===== config.mk =====
export PLATFORM = sky130hd
export DESIGN_NAME = packet_merge
export DESIGN_NICKNAME = d
export VERILOG_FILES = /design/src/rtl/packet_merge.sv
export SDC_FILE = /design/constraint.sdc
export NUM_CORES = 2
export LEC_CHECK = 0
export BUFFER_PORTS_ARGS = -buffer_cell sky130_fd_sc_hd__buf_2
export CAP_MARGIN = 25
export CELL_PAD_IN_SITES_DETAIL_PLACEMENT = 0
export CELL_PAD_IN_SITES_GLOBAL_PLACEMENT = 1
export CORE_MARGIN = 3
export CORE_UTILIZATION = 45
export DETAILED_ROUTE_END_ITERATION = 7
export HOLD_SLACK_MARGIN = 0.12
export PLACE_DENSITY = 0.81
export SLEW_MARGIN = 20
export SYNTH_ARGS = -nofsm -noshare
export SYNTH_HDL_FRONTEND = slang
export SYNTH_SLANG_ARGS = --single-unit

===== constraint.sdc =====
create_clock -name axi_aclk -period 15 [get_ports axi_aclk]
set_input_delay 4.5 -clock axi_aclk [delete_from_list [all_inputs] [get_ports axi_aclk]]
set_output_delay 4.5 -clock axi_aclk [all_outputs]
set_load 0.005 [all_outputs]

===== src/rtl/packet_merge.sv =====
// rtl/packet_merge.sv - two-input AXI-Stream packet merger with packet-granular round-robin
// Each input lands in a small fall-through FIFO; the FSM picks one FIFO per packet.

module packet_merge_fifo #(
  parameter int WIDTH      = 8,
  parameter int DEPTH_BITS = 2
) (
  input  logic             clk,
  input  logic             rst_n,
  input  logic             wr_en,
  input  logic [WIDTH-1:0] wr_data,
  input  logic             rd_en,
  output logic [WIDTH-1:0] rd_data,
  output logic             empty,
  output logic             nearly_full
);
  localparam int DEPTH = 1 << DEPTH_BITS;

  logic [WIDTH-1:0]      mem [DEPTH];
  logic [DEPTH_BITS-1:0] wr_ptr;
  logic [DEPTH_BITS-1:0] rd_ptr;
  logic [DEPTH_BITS:0]   count;

  always_ff @(posedge clk) begin
    if (wr_en) mem[wr_ptr] <= wr_data;
  end

  always_ff @(posedge clk or negedge rst_n) begin
    if (!rst_n) begin
      wr_ptr <= '0;
      rd_ptr <= '0;
      count  <= '0;
    end else begin
      if (wr_en) wr_ptr <= wr_ptr + DEPTH_BITS'(1);
      if (rd_en) rd_ptr <= rd_ptr + DEPTH_BITS'(1);
      case ({wr_en, rd_en})
        2'b10:   count <= count + (DEPTH_BITS+1)'(1);
        2'b01:   count <= count - (DEPTH_BITS+1)'(1);
        default: count <= count;
      endcase
    end
  end

  // Nearly full leaves one slot spare, so ready can be a plain decode of count.
  assign rd_data     = mem[rd_ptr];
  assign empty       = (count == '0);
  assign nearly_full = (count >= (DEPTH_BITS+1)'(DEPTH - 1));
endmodule

module packet_merge #(
  parameter int C_M_AXIS_DATA_WIDTH  = 256,
  parameter int C_S_AXIS_DATA_WIDTH  = 256,
  parameter int C_M_AXIS_TUSER_WIDTH = 128,
  parameter int C_S_AXIS_TUSER_WIDTH = 128,
  parameter int FIFO_DEPTH_BITS      = 2
) (
  input  logic                                axi_aclk,
  input  logic                                axi_aresetn,
  input  logic [C_S_AXIS_DATA_WIDTH-1:0]      s_axis_tdata_0,
  input  logic [C_S_AXIS_DATA_WIDTH/8-1:0]    s_axis_tstrb_0,
  input  logic [C_S_AXIS_TUSER_WIDTH-1:0]     s_axis_tuser_0,
  input  logic                                s_axis_tvalid_0,
  output logic                                s_axis_tready_0,
  input  logic                                s_axis_tlast_0,
  input  logic [C_S_AXIS_DATA_WIDTH-1:0]      s_axis_tdata_1,
  input  logic [C_S_AXIS_DATA_WIDTH/8-1:0]    s_axis_tstrb_1,
  input  logic [C_S_AXIS_TUSER_WIDTH-1:0]     s_axis_tuser_1,
  input  logic                                s_axis_tvalid_1,
  output logic                                s_axis_tready_1,
  input  logic                                s_axis_tlast_1,
  output logic [C_M_AXIS_DATA_WIDTH-1:0]      m_axis_tdata,
  output logic [C_M_AXIS_DATA_WIDTH/8-1:0]    m_axis_tstrb,
  output logic [C_M_AXIS_TUSER_WIDTH-1:0]     m_axis_tuser,
  output logic                                m_axis_tvalid,
  input  logic                                m_axis_tready,
  output logic                                m_axis_tlast,
  output logic [31:0]                         pkt_cnt_0,
  output logic [31:0]                         pkt_cnt_1
);
  localparam int W = C_M_AXIS_DATA_WIDTH + C_M_AXIS_DATA_WIDTH/8 + C_M_AXIS_TUSER_WIDTH + 1;

  typedef enum logic {ARB, XFER} state_t;

  state_t      state;
  logic        last_grant;
  logic        cur_sel;
  logic [31:0] cnt_0;
  logic [31:0] cnt_1;

  logic [1:0]   fifo_empty;
  logic [1:0]   fifo_nf;
  logic [W-1:0] head_0;
  logic [W-1:0] head_1;
  logic         wr_en_0;
  logic         wr_en_1;
  logic         pop;
  logic         pref;

  assign s_axis_tready_0 = !fifo_nf[0];
  assign s_axis_tready_1 = !fifo_nf[1];
  assign wr_en_0 = s_axis_tvalid_0 && s_axis_tready_0;
  assign wr_en_1 = s_axis_tvalid_1 && s_axis_tready_1;

  packet_merge_fifo #(.WIDTH(W), .DEPTH_BITS(FIFO_DEPTH_BITS)) u_fifo_0 (
    .clk         (axi_aclk),
    .rst_n       (axi_aresetn),
    .wr_en       (wr_en_0),
    .wr_data     ({s_axis_tlast_0, s_axis_tuser_0, s_axis_tstrb_0, s_axis_tdata_0}),
    .rd_en       (pop && !cur_sel),
    .rd_data     (head_0),
    .empty       (fifo_empty[0]),
    .nearly_full (fifo_nf[0])
  );

  packet_merge_fifo #(.WIDTH(W), .DEPTH_BITS(FIFO_DEPTH_BITS)) u_fifo_1 (
    .clk         (axi_aclk),
    .rst_n       (axi_aresetn),
    .wr_en       (wr_en_1),
    .wr_data     ({s_axis_tlast_1, s_axis_tuser_1, s_axis_tstrb_1, s_axis_tdata_1}),
    .rd_en       (pop && cur_sel),
    .rd_data     (head_1),
    .empty       (fifo_empty[1]),
    .nearly_full (fifo_nf[1])
  );

  assign {m_axis_tlast, m_axis_tuser, m_axis_tstrb, m_axis_tdata} = cur_sel ? head_1 : head_0;
  assign m_axis_tvalid = (state == XFER) && !fifo_empty[cur_sel];
  assign pop           = m_axis_tvalid && m_axis_tready;
  assign pref          = ~last_grant;
  assign pkt_cnt_0     = cnt_0;
  assign pkt_cnt_1     = cnt_1;

  // cur_sel only changes in ARB, so a packet is never interleaved even if its FIFO underruns.
  always_ff @(posedge axi_aclk or negedge axi_aresetn) begin
    if (!axi_aresetn) begin
      state      <= ARB;
      last_grant <= 1'b1;
      cur_sel    <= 1'b0;
      cnt_0      <= '0;
      cnt_1      <= '0;
    end else begin
      case (state)
        ARB: begin
          if (!fifo_empty[pref]) begin
            cur_sel <= pref;
            state   <= XFER;
          end else if (!fifo_empty[last_grant]) begin
            cur_sel <= last_grant;
            state   <= XFER;
          end
        end
        XFER: begin
          if (pop && m_axis_tlast) begin
            last_grant <= cur_sel;
            state      <= ARB;
            if (cur_sel) cnt_1 <= cnt_1 + 32'd1;
            else         cnt_0 <= cnt_0 + 32'd1;
          end
        end
        default: state <= ARB;
      endcase
    end
  end
endmodule

# Yosys cells after proc, flatten, opt, wreduce, memory -nomap -nowiden
# Memories as Yosys holds them, arrays and structs flattened.
# Index checks and enable logic that the tools add are counted.
# W data, S select, Z words.
# totals
ramBits,3336
in_bits,839
regBits,81
mem_count,2
word_cells,74
output_inout_bits,484
# op_classes
n_eq_ne,5
mux,19
addsub,10
n_lt_le_gt_ge,5
bitwise_logic,3
n_reduce_logical,19
# mem_list
name,words,width,rd,rd_ports_with_merged_regs,wr,line_no,rtl
u_fifo_0.mem,4,417,1,0,1,19,logic [WIDTH-1:0] mem [DEPTH];
u_fifo_1.mem,4,417,1,0,1,19,
# op_table
op,n
$mux W417,1
$add A32 B1 Y32 const B,2
$mux W1,15
$pmux W3 S2,2
$add A2 B1 Y2 const B,4
$logic_and A1 B1 Y1,7
$add A3 B1 Y3 const B,2
$ge A3 B2 Y1 const B,2
$logic_not A3 Y1,2
$lt A1 B2 Y1 const B,3
$reduce_and A3 Y1,2
$sub A3 B1 Y3 const B,2
$eq A2 B1 Y1 const B,2
$eq A2 B2 Y1 const B,2
$logic_not A1 Y1,4
$reduce_and A2 Y1,2
$reduce_bool A2 Y1,2
$not A1 Y1,3
$ne A2 B2 Y1 const B,1
$pmux W1 S2,1

# Logic depth before layout (Yosys ltp)
# logic_depth
depth_word,9
ltp_mapped,8

# Cells and area by module
# A second synthesis with hierarchy kept.
# hier_totals
cells_unflattened,5194
area_unflattened_um2,130402.6
# modules_own_cells
module,n_inst,area_per_inst_um2,seq_area_each_um2,cells_per_inst
packet_merge_fifo,2,61039.8,50263.2,2215
packet_merge,1,8323.0,1677.9,764

# Least setup slack after synthesis
# No wires, ideal clock.
# synth_timing
path_type,input port to flip-flop
startpoint,in s_axis_tvalid_0
endpoint,mem u_fifo_0.mem[0][0] (netlist bit) (enable)
stages,1
path_slack_ns,0.192
setup_time_ns,0.839
arrival_time_ns,13.969
cell_sequence,and3_1
# synth_between
elab_chain_len,3
# synth_lines
item,line_no,rtl
start: declaration,62,"input logic s_axis_tvalid_0,"
$logic_and A1 B1 Y1,101,assign wr_en_0 = s_axis_tvalid_0 && s_axis_tready_0;
$mux W1,25,if (wr_en) mem[wr_ptr] <= wr_data;
$mux W1 (implied by the code),25,
end: declaration,19,
# No other way between the ends.

# Final worst setup path
# layout_timing
startpoint,reg u_fifo_0.rd_ptr[0]
endpoint,out m_axis_tdata[90]
# layout_between
elab_chain_len,2
# layout_lines
item,line_no,rtl
start: declaration,21,logic [DEPTH_BITS-1:0] rd_ptr;
start signal: assignment,35,if (rd_en) rd_ptr <= rd_ptr + DEPTH_BITS'(1);
$mem_v2 Z4 W417,-,
$mux W417,126,"assign {m_axis_tlast, m_axis_tuser, m_axis_tstrb, m_axis_tdata} = cur_sel ? head_1 : head_0;"
end: declaration,71,"output logic [C_M_AXIS_DATA_WIDTH-1:0] m_axis_tdata,"
# No other way between the ends.

==> results.md <==
Outcome
- **result of the run** complete, no violations

Floorplanning
- **full die area** 292,300 µm²
- **core area** 283,300 µm²
- **height of the die** 540.6 µm
- **standard-cell row count** 195
- **Die X** 540.6 µm
- **initial core utilization** 45.41%
- **number of top-level pins** 1,323

Placed design
- **I/O Buffers** 1,322
- **post-detailed-placement half-perimeter wirelength** 212,700 µm
- **routability cong.** 0.8331
- **Cell Area, Placed** 139,900 µm²

Yosys
- **number of enable flip-flop cells after synthesis** 3,336
- **post-synthesis cell area** 128,600 µm²
- **library cells used by synthesis** 41
- **number of nets in the synthesized netlist** 6,043
- **proportion of register bits with asynchronous set or reset after synthesis** 2.371%
- **adder and majority cell fraction of the synthesized area** 0.1479%
- **synthesized-area fraction occupied by xor and xnor cells** 0.5039%
- **total number of yosys warnings** 0
- **Synth Area per Inst** 24.78 µm²
- **flop and latch count out of synthesis** 3,417
- **Primary FF master, synth** sky130_fd_sc_hd__edfxtp_1
- **share of the yosys chip area belonging to registers** 79.46%
- **post-synthesis mux area share** 18.28%
- **simple-gate portion of the synthesized area** 0.6391%
- **synthesized-area fraction occupied by ao, oa, aoi and oai cells** 0.1138%
- **cell count after synthesis** 5,190
- **largest family of logic cells by synthesized area** multiplexers

Drt
- **detailed-route wire length per cell** 30.70 µm
- **Routed met1 length** 120,700 µm
- **vias per cell** 5.760
- **DR vias** 62,698
- **Detailed Route Iter0 Violations** 7,024
- **routed length on met3** 37,290 µm
- **count of unresolved DRC violations after routing** 0
- **total iterations of the first detailed-routing run** 5
- **overall routed net length** 334,300 µm
- **count of nets left with antenna violations after detail routing** 0
- **wire length on met2** 160,500 µm
- **uppermost layer routed** met5

Pwr
- **power per cell area** 193.3 nW/µm²
- **P_leak** 50.18 nW
- **maximum resistive drop on vdd** 169.7 µV

Final layout
- **core occupancy in the finished layout** 53.44%
- **synth-to-layout area growth** 17.69%
- **Net count, final** 7,557
- **fill cell total of the finished layout** 20,998
- **Finished Cell Area** 151,400 µm²
- **share of cells above drive strength 1** 45.14%

STA
- **transition time at the pin with the least slew margin** 1.208 ns
- **Min Clock Period, post-route** 9.197 ns
- **endpoints failing hold** 0
- **unrepaired setup endpoints after global routing** false
- **Period Utilization, post-route** 61.32%
- **worst clock skew on the final layout** 0.06213 ns
- **worst hold slack across all endpoints** 0.4709 ns
- **total negative setup slack** 0 ns
- **maximum clock frequency** 108.7 MHz
- **Max Slew Vio Count** 0
- **count of final setup violators** 0
- **relative slew slack** 19.44%

Clock tree
- **CTS Hold Buffers Added** 0
- **number of levels the H-tree was split into** 5
- **CTS sink cnt** 3,417
- **Worst-path clk slew** 0.06 ns
- **maximum buffer depth of the clock tree** 4
- **number of resized instances in the post-cts repair step** 0
- **cts bufs inserted** 345
- **clock latency on the worst-skew pair** 0.89 ns
- **TritonCTS clock tree** done
- **postcts setup bufs** 0
- **clock root buffer master** sky130_fd_sc_hd__clkbuf_16

Setup path
- **R2R Path Start** u_fifo_1.count[0]
- **type of the worst setup path** register to output port
- **Worst R2R Setup Slack** 10.95 ns
- **number of cell instances on the worst register-to-register path** 4
- **start point of the critical path** u_fifo_0.rd_ptr[0]
- **highest net fanout along the worst path** 93
- **WP data arrival** 4.70 ns
- **end point of the critical path** m_axis_tdata[90]
- **CP Capture Type** output port
- **worst r2r dst** u_fifo_1.mem[2][130]
- **required time of the critical path** 10.50 ns
- **nature of the critical path startpoint** register

Global routing
- **number of antenna violations at the first check in global routing** 289
- **maximum number of pins on one net before global-route repair** 134
- **wire length of the first global-routing pass** 473,900 µm
- **overflow left after global routing** 0
- **all-layer global routing usage** 22.43%
- **number of global-route vias before repair** 63,406

Hold path
- **Hold Crit Class** register to register
- **launch point of the worst hold path** pkt_cnt_0[31]
- **hold-critical path depth** 1

Run
- **max cap viols** 0

## kinds of logic (layout without fill, tap and decap cells)
family                     after synthesis  count (layout)
DFF                                   3417            3417
xor gates and xnor gates                74              74
muxes                                 1257            1257
AOI/OAI and AO/OA                       14              14
adders and majority gates               14              14
other                                    0             167
buffers and inverters                  260            2046
and+or+nand+nor                        154             154
## critical path, cell delays in order (launching register included)
cell,delay (ns)
sky130_fd_sc_hd__dfrtp_4,0.95
sky130_fd_sc_hd__buf_12,0.66
sky130_fd_sc_hd__buf_12,0.58
sky130_fd_sc_hd__mux4_2,0.61
sky130_fd_sc_hd__mux2_2,0.32
sky130_fd_sc_hd__buf_2,0.14
## Yosys cell counts, types with 12 or more instances
library cell               count  area share [%]
sky130_fd_sc_hd__nor3_1       18           0.070
sky130_fd_sc_hd__xor2_1       30            0.20
sky130_fd_sc_hd__inv_1        21           0.061
sky130_fd_sc_hd__and3_1       16           0.078
sky130_fd_sc_hd__nor2_1       22           0.064
sky130_fd_sc_hd__nand2_1      32           0.093
sky130_fd_sc_hd__ha_1         12            0.12
sky130_fd_sc_hd__nand4_1      18           0.088
sky130_fd_sc_hd__nand3_1      25           0.097
sky130_fd_sc_hd__mux4_2      832              15
sky130_fd_sc_hd__clkbuf_1    102            0.30
sky130_fd_sc_hd__dfrtp_1      80             1.6
sky130_fd_sc_hd__xnor2_1      44            0.30
sky130_fd_sc_hd__buf_1        42            0.12
sky130_fd_sc_hd__buf_2        94            0.37
sky130_fd_sc_hd__mux2_2      418             3.7
sky130_fd_sc_hd__edfxtp_1   3336              78
## power breakdown
group / switching, mW / internal, mW
clock: 3.56 / 4.76
sequential: 0.430 / 11.9
combinational: 4.64 / 4.01
## layer usage
metal	track usage, %	up-vias
met5	0	-
met4	9.008	228
met3	7.993	835
met2	35.46	3199
met1	28.41	32981
li1	-	25455
## how the worst min path moves through the flow
stage / to / slack (ns)
floorplan: pkt_cnt_0[31] / 0.46
detailed placement: pkt_cnt_0[31] / 0.46
global route: pkt_cnt_0[31] / 0.48
CTS: pkt_cnt_0[31] / 0.47
finish: pkt_cnt_0[31] / 0.47
global placement: pkt_cnt_0[31] / 0.46
## per-stage QoR
stage               power, mW  instances  worst slack [ns]
floorplan               18.16       5190            0.1924
global placement        21.09      10097             6.634
detailed placement      21.22      10097             6.614
CTS                     29.54      10716             5.581
global route            30.36      10775             5.449
finish                  29.26      10886             5.803
## final cells by class
| class | count | area (µm²) | share of cell area, % |
|---|---|---|---|
| Inverter | 21 | 78.83 | 0.05207 |
| Clock inverter | 193 | 1888 | 1.247 |
| Antenna cell | 167 | 417.9 | 0.2761 |
| Tap cell | 3743 | 4683 | 3.094 |
| Sequential cell | 3417 | 102200 | 67.53 |
| Clock buffer | 426 | 9051 | 5.979 |
| Timing Repair Buffer | 1406 | 7665 | 5.064 |
| Multi-Input combinational cell | 1513 | 25370 | 16.76 |
## cells in the final DEF (no fill, tap or decap), types with 4 or more instances in the layout
cell type / count
sky130_fd_sc_hd__nor2_1: 22
sky130_fd_sc_hd__inv_1: 21
sky130_fd_sc_hd__buf_12: 30
sky130_fd_sc_hd__nand3_1: 25
sky130_fd_sc_hd__buf_4: 53
sky130_fd_sc_hd__nand2_1: 32
sky130_fd_sc_hd__diode_2: 167
sky130_fd_sc_hd__clkinv_8: 5
sky130_fd_sc_hd__mux4_2: 832
sky130_fd_sc_hd__inv_6: 10
sky130_fd_sc_hd__and3_4: 8
sky130_fd_sc_hd__nor3_1: 17
sky130_fd_sc_hd__dfrtp_4: 5
sky130_fd_sc_hd__and3_1: 8
sky130_fd_sc_hd__nor4_2: 5
sky130_fd_sc_hd__clkinv_1: 80
sky130_fd_sc_hd__clkbuf_1: 73
sky130_fd_sc_hd__clkinv_4: 4
sky130_fd_sc_hd__nor4_1: 7
sky130_fd_sc_hd__bufinv_16: 26
sky130_fd_sc_hd__buf_2: 1321
sky130_fd_sc_hd__clkbuf_16: 348
sky130_fd_sc_hd__xnor2_1: 44
sky130_fd_sc_hd__clkinv_2: 45
sky130_fd_sc_hd__clkinv_16: 6
sky130_fd_sc_hd__clkinvlp_4: 10
sky130_fd_sc_hd__mux2i_1: 7
sky130_fd_sc_hd__ha_1: 12
sky130_fd_sc_hd__clkbuf_8: 5
sky130_fd_sc_hd__nand4_1: 18
sky130_fd_sc_hd__edfxtp_1: 3336
sky130_fd_sc_hd__xor2_1: 30
sky130_fd_sc_hd__mux2_2: 418
sky130_fd_sc_hd__inv_16: 5
sky130_fd_sc_hd__dfrtp_1: 75
## registers in the layout (all words and copies together) (netlist names), 3 cells and up
register,cells
pkt_cnt_0,32
pkt_cnt_1,32
u_fifo_0.mem,1668
u_fifo_1.count,3
u_fifo_0.count,3
u_fifo_1.mem,1668
(Power assumes the default switching activity.)
